`src/rtl/ccff_loader_pkg.sv`:
```
// Shared constants and sizing helpers for the configuration-chain loader.
package ccff_loader_pkg;

    typedef logic [1:0] state_t;

    localparam state_t ST_IDLE  = 2'd0;
    localparam state_t ST_SHIFT = 2'd1;
    localparam state_t ST_DRAIN = 2'd2;
    localparam state_t ST_DONE  = 2'd3;

    // Bits needed to hold any value in 0..max_val (never less than 1).
    function automatic int unsigned cnt_width(input int unsigned max_val);
        return (max_val < 1) ? 1 : $clog2(max_val + 1);
    endfunction

    function automatic int unsigned num_words(input int unsigned chain_len,
                                              input int unsigned word_w);
        return (chain_len + word_w - 1) / word_w;
    endfunction

endpackage

```
`src/rtl/ccff_word_packer.sv`:
```
// Serial-to-parallel readback register with a one-word valid/ready/last holding stage.
module ccff_word_packer
    import ccff_loader_pkg::*;
#(
    parameter int unsigned WORD_W = 8
) (
    input  logic              clk,
    input  logic              reset,
    input  logic              capture,
    input  logic              tail,
    input  logic              final_bit,
    input  logic              ready,
    output logic              absorb_c,
    output logic [WORD_W-1:0] data,
    output logic              valid,
    output logic              last
);

    localparam int unsigned IDX_W = cnt_width(WORD_W - 1);

    logic [IDX_W-1:0]  idx_q;
    logic [WORD_W-1:0] acc_q;
    logic [WORD_W-1:0] word_c;
    logic              complete_c;

    // A completing bit can only be taken if the holding stage is free or draining now.
    always_comb begin
        complete_c   = (idx_q == IDX_W'(WORD_W - 1)) || final_bit;
        absorb_c     = !complete_c || !valid || ready;
        word_c       = acc_q;
        word_c[idx_q] = tail;
    end

    always_ff @(posedge clk) begin
        if (reset) begin
            idx_q <= '0;
            acc_q <= '0;
            data  <= '0;
            valid <= 1'b0;
            last  <= 1'b0;
        end else begin
            if (valid && ready) begin
                valid <= 1'b0;
                last  <= 1'b0;
            end
            if (capture) begin
                if (complete_c) begin
                    data  <= word_c;
                    valid <= 1'b1;
                    last  <= final_bit;
                    acc_q <= '0;
                    idx_q <= '0;
                end else begin
                    acc_q <= word_c;
                    idx_q <= idx_q + IDX_W'(1);
                end
            end
        end
    end

endmodule

```
`src/rtl/ccff_bitstream_loader.sv`:
```
// Host-side configuration chain driver: serializes words onto ccff_head and repacks ccff_tail.
module ccff_bitstream_loader
    import ccff_loader_pkg::*;
#(
    parameter int unsigned CHAIN_LEN = 20,
    parameter int unsigned WORD_W    = 8
) (
    input  logic              prog_clk,
    input  logic              prog_reset,
    input  logic              start,
    input  logic [WORD_W-1:0] s_data,
    input  logic              s_valid,
    output logic              s_ready,
    output logic [WORD_W-1:0] m_data,
    output logic              m_valid,
    input  logic              m_ready,
    output logic              m_last,
    output logic              ccff_head,
    input  logic              ccff_tail,
    output logic              ccff_shift_en,
    output logic              busy,
    output logic              done
);

    localparam int unsigned CNT_W     = cnt_width(CHAIN_LEN);
    localparam int unsigned BIT_W     = cnt_width(WORD_W);
    localparam int unsigned NUM_WORDS = num_words(CHAIN_LEN, WORD_W);
    localparam int unsigned WRD_W     = cnt_width(NUM_WORDS);
    localparam int unsigned LAST_BITS = CHAIN_LEN - (NUM_WORDS - 1) * WORD_W;

    state_t            state_q;
    state_t            state_d;
    logic [CNT_W-1:0]  cnt_q;
    logic [WRD_W-1:0]  words_q;
    logic [BIT_W-1:0]  bits_q;
    logic [WORD_W-1:0] word_q;
    logic              head_q;
    logic              shift_c;
    logic              load_c;
    logic              final_bit_c;
    logic              absorb_c;

    always_comb begin
        state_d     = state_q;
        shift_c     = 1'b0;
        s_ready     = 1'b0;
        final_bit_c = (cnt_q == CNT_W'(CHAIN_LEN - 1));
        case (state_q)
            ST_IDLE: begin
                if (start) state_d = ST_SHIFT;
            end
            ST_SHIFT: begin
                shift_c = (bits_q != '0) && absorb_c;
                // Refill when empty or when the last live bit leaves this cycle.
                s_ready = (words_q != WRD_W'(NUM_WORDS)) &&
                          ((bits_q == '0) || ((bits_q == BIT_W'(1)) && shift_c));
                if (shift_c && final_bit_c) state_d = ST_DRAIN;
            end
            ST_DRAIN: begin
                if (m_valid && m_ready && m_last) state_d = ST_DONE;
            end
            ST_DONE: begin
                state_d = ST_IDLE;
            end
            default: state_d = ST_IDLE;
        endcase
    end

    assign load_c        = s_valid && s_ready;
    assign ccff_shift_en = shift_c;
    assign ccff_head     = shift_c ? word_q[0] : head_q;

    always_ff @(posedge prog_clk) begin
        if (prog_reset) begin
            state_q <= ST_IDLE;
            busy    <= 1'b0;
            done    <= 1'b0;
        end else begin
            state_q <= state_d;
            busy    <= (state_d == ST_SHIFT) || (state_d == ST_DRAIN);
            done    <= (state_d == ST_DONE);
        end
    end

    always_ff @(posedge prog_clk) begin
        if (prog_reset) begin
            cnt_q   <= '0;
            words_q <= '0;
            bits_q  <= '0;
            word_q  <= '0;
            head_q  <= 1'b0;
        end else begin
            if ((state_q == ST_IDLE) && start) begin
                cnt_q   <= '0;
                words_q <= '0;
                bits_q  <= '0;
            end
            if (shift_c) begin
                cnt_q  <= cnt_q + CNT_W'(1);
                head_q <= word_q[0];
            end
            // The final word only carries the bits still missing from the chain.
            if (load_c) begin
                word_q  <= s_data;
                words_q <= words_q + WRD_W'(1);
                bits_q  <= (words_q == WRD_W'(NUM_WORDS - 1)) ? BIT_W'(LAST_BITS) : BIT_W'(WORD_W);
            end else if (shift_c) begin
                word_q <= word_q >> 1;
                bits_q <= bits_q - BIT_W'(1);
            end
            if (state_q == ST_DONE) head_q <= 1'b0;
        end
    end

    ccff_word_packer #(
        .WORD_W (WORD_W)
    ) u_packer (
        .clk       (prog_clk),
        .reset     (prog_reset),
        .capture   (shift_c),
        .tail      (ccff_tail),
        .final_bit (final_bit_c),
        .ready     (m_ready),
        .absorb_c  (absorb_c),
        .data      (m_data),
        .valid     (m_valid),
        .last      (m_last)
    );

endmodule

```
`config.mk`:
```
export PLATFORM = sky130hd
export DESIGN_NAME = ccff_bitstream_loader
export DESIGN_NICKNAME = d
export VERILOG_FILES = /design/src/rtl/ccff_loader_pkg.sv /design/src/rtl/ccff_word_packer.sv /design/src/rtl/ccff_bitstream_loader.sv
export SDC_FILE = /design/constraint.sdc
export NUM_CORES = 1
export LEC_CHECK = 0
export ABC_AREA = 0
export CAP_MARGIN = 20
export CORE_ASPECT_RATIO = 0.9
export CORE_MARGIN = 3
export CORE_UTILIZATION = 50
export DETAILED_ROUTE_END_ITERATION = 8
export GPL_TIMING_DRIVEN = 0
export HOLD_SLACK_MARGIN = 0.08
export PLACE_DENSITY_LB_ADDON = 0.1
export SYNTH_ARGS = -nofsm -noshare
export SYNTH_HDL_FRONTEND = slang
export SYNTH_SLANG_ARGS = --single-unit
```
`constraint.sdc`:
```
create_clock -name prog_clk -period 3.7 [get_ports prog_clk]
set_input_delay 0.74 -clock prog_clk [delete_from_list [all_inputs] [get_ports prog_clk]]
set_output_delay 0.74 -clock prog_clk [all_outputs]
set_load 0.005 [all_outputs]
```
==> flow_summary_export.csv, run 1 <==
group,metric,value,unit
clocking,cts.sinks,45,
synthesis,yosys.area_share.adder,4.42,%
placed_design,place.gp.congestion,0.852,
setup_path,critPathBufInv,4,
detailed_routing,first_iter_violations,139,
global_routing,antenna_found_initial,0,
timing,setup_tns,0,ps
setup_path,cp_slowest_cell,"clkdlybuf4s50_1",
synthesis,yosys.area.top_type,"dfxtp_1",
setup_path,max_stage_delay,450,ps
setup_path,critPathLaunchType,"input port",
synthesis,synth_fp_nets,285,
clocking,cts-root-buf,"clkbuf_8",
cells_and_area,utilization,64.2,%
synthesis,ys.warnings.count,0,
floorplan,dieArea,0.00537,sq mm
placed_design,dp_hpwl,3420,um
timing,fin_skew,11.2,ps
synthesis,synth_compound_area_share,18.0,%
outcome,status,"completed",
floorplan,io_pins,29,
floorplan,rows,22,
synthesis,ys_types,46,
setup_path,rr_startpoint,"u_packer.idx_q[1]$_SDFFE_PP0P_",
power_and_ir_drop,leakage,0.000947,uW
timing,worst_pin_slew,648,ps
placed_design,pre_cts_ws,218,ps
detailed_routing,dr.pass1.iters,4,
timing,final-setup-viol-count,0,
timing,fin_ws,188,ps
setup_path,worstPathMaxFanout,10,
placed_design,io_buffer_count,28,
setup_path,endpoint_kind,"output port",
timing,period_minus_slack,3510,ps
cells_and_area,multi_input_area,0.00123,sq mm
setup_path,cp_cell_sequence,"clkdlybuf4s50_1 > nor2b_1 > buf_4 > o21ai_1 > nand2_1 > buf_2 > mux2_2 > clkdlybuf4s50_1",
synthesis,syn-cell-area,0.00226,sq mm
timing,slew_headroom,56.4,%
detailed_routing,final_antenna_net_count,0,
floorplan,die_h,69.8,um
cells_and_area,num-fill-cells,393,
setup_path,path_common_cell,"clkdlybuf4s50_1",
synthesis,yosysSeqAreaShare,39.8,%
clocking,cts_buffer_depth,2,
timing,maxSlewViolCount,0,
cells_and_area,n_antenna_cell,0,
cells_and_area,drive_gt1_share,8.36,%
timing,finalHoldViolCount,0,
global_routing,overflow,0,
detailed_routing,via_per_inst,5.50,
job,max_cap_viol_count,0,
power_and_ir_drop,ir_drop,0.290,mV
timing,post-route-period-util,94.9,%
cells_and_area,seq_area,901,sq um
setup_path,arrival,2770,ps
timing,max_freq,0.285,GHz
setup_path,critical_path.top_delay_family,"buffers and inverters",
synthesis,synth_seq_cells,45,
clocking,worstSkewPairLatency,300,ps
clocking,cts_resized,0,
global_routing,grt_max_degree,15,
setup_path,startpoint,"m_ready",
power_and_ir_drop,power_density,359,mW/mm^2
floorplan,die_w,76.9,um
cells_and_area,area_growth_syn_to_layout,19.6,%
cells_and_area,fin_nets,320,
detailed_routing,wirelength,4950,um
clocking,cts_tree,"built",
clocking,h-tree-depth,2,
detailed_routing,num_vias,1973,
global_routing,grt_pass1_vias,1861,
min_path,worst_hold_path_type,"reg -> reg",
synthesis,synth_simple_gate_area_share,26.3,%
cells_and_area,final_common_cell,"dfxtp_1",
clocking,cts_hold_buf,0,
synthesis,synth_top_area_share,39.8,%
timing,rsz0062_at_grt,"false",
detailed_routing,wire_per_inst,13.8,um
clocking,cts.reportedPaths.clkPinSlew,90,ps
clocking,cts_made_buffers,5,
min_path,hp-start,"word_q[2]$_SDFFE_PP0P_",
setup_path,crit_type,"in -> out",
detailed_routing,drcViolationCount,0,
synthesis,synthTopCellsByArea,"dfxtp_1 40%, a21oi_1 5.5%, nor2_1 5.3%",
global_routing,gr-usage-all-layers,19.4,%
floorplan,initial_core_util,53.7,%
setup_path,cp.required,2960,ps
synthesis,synth_cells,263,
synthesis,avgSynthCellArea,8.60,sq um
clocking,cts_setup_buffers,0,
synthesis,synth_xor_area_share,0.387,%
floorplan,coreArea,0.00421,sq mm
global_routing,grt_pass1_wl,8500,um
cells_and_area,final_cell_mix,"45 x dfxtp_1, 32 x nor2_1, 28 x clkdlybuf4s50_1, 25 x a21oi_1, 21 x nand2_1",
synthesis,synth_top_family_by_area,"simple AND/OR/NAND/NOR gates",
synthesis,synth_mux_area_share,5.37,%
registers in the layout, indices dropped and copies added (netlist names):
signal,count
state_q,2
busy,1
u_packer.valid,1
u_packer.acc_q,8
word_q,8
words_q,2
done,1
bits_q,4
head_q,1
u_packer.data,8
u_packer.last,1
cnt_q,5
u_packer.idx_q,3
cell usage after synthesis, drive strengths merged:
master,number
nand4bb,1
o21a,2
o221a,1
o21ai,7
or4,1
inv,8
clkbuf,9
mux2i,11
a31oi,2
a21o,1
dfxtp,45
and2b,1
or2,2
nand3,8
and4bb,1
nand2b,6
and3,2
nor4,5
xnor2,1
buf,9
o32a,2
o2111ai,1
a311oi,1
nand3b,4
mux2,1
nor3b,4
a21oi,25
a21boi,1
or3,3
nand4,2
nor2b,7
o31ai,1
o311ai,1
a211oi,15
ha,8
nor2,32
nand2,21
nor3,11
final timing paths:
kind | end | slack, ps | cells after the start
max | ccff_head | 190 | 8
min | word_q[1]$_SDFFE_PP0P_ | 460 | 2
min reg2reg | word_q[1]$_SDFFE_PP0P_ | 460 | 2
max reg2reg | word_q[5]$_SDFFE_PP0P_ | 1550 | 8
worst min-delay path, cell delays in order (launching register included):
cell,delay [ps]
dfxtp_1,320
nand2_1,50
a211oi_1,50
power by group:
group | switching (uW) | internal (uW)
Combinational | 83.4 | 66.7
Clock | 174 | 133
Sequential | 11.8 | 501
Total | 270 | 701
per-stage QoR:
stage | hold slack [ps] | power, uW | cell area, sq um | cells
floorplan | 431 | 624 | 2260 | 263
global placement | 444 | 671 | 2620 | 351
detailed placement | 450 | 672 | 2620 | 351
CTS | 462 | 975 | 2710 | 359
global route | 475 | 1010 | 2710 | 359
finish | 463 | 970 | 2710 | 359
metal layers:
layer	vias to the layer above	part of all wire (%)	global-route usage (%)
li1	1002	-	-
met4	0	0.93	5.43
met2	43	44	29.2
met1	922	50	27.0
met5	-	0	0
met3	6	4.8	5.45
cell families after synthesis:
family / count (synthesis)
and+or+nand+nor: 111
AOI/OAI and AO/OA: 60
DFF: 45
buffers and inverters: 26
muxes: 12
adders and majority gates: 8
xor gates and xnor gates: 1
cell type report:
cell class / instances / share of cell area (%)
tap: 60 / 2.78
clock inverter: 2 / 0.555
multi-input combinational: 192 / 45.6
clock buffer: 6 / 2.68
inverter: 8 / 1.11
sequential: 45 / 33.3
timing repair buffer: 28 / 10.4
buffer: 18 / 3.61
(Power assumes the default switching activity.)
==> inputs of run 2 (changes only) <==
--- a/config.mk
+++ b/config.mk
@@ -14,6 +14,7 @@
 export GPL_TIMING_DRIVEN = 0
 export HOLD_SLACK_MARGIN = 0.08
 export PLACE_DENSITY_LB_ADDON = 0.1
+export SLEW_MARGIN = 20
 export SYNTH_ARGS = -nofsm -noshare
 export SYNTH_HDL_FRONTEND = slang
 export SYNTH_SLANG_ARGS = --single-unit
==> results of run 2 <==
Same layout as run 1: the final DEF is identical, and so are final timing and power.
==> inputs of run 3 (changes only) <==
--- a/config.mk
+++ b/config.mk
@@ -6,7 +6,6 @@
 export NUM_CORES = 1
 export LEC_CHECK = 0
 export ABC_AREA = 0
-export CAP_MARGIN = 20
 export CORE_ASPECT_RATIO = 0.9
 export CORE_MARGIN = 3
 export CORE_UTILIZATION = 50
==> results of run 3 <==
Same layout as run 1: the final DEF is identical, and so are final timing and power.
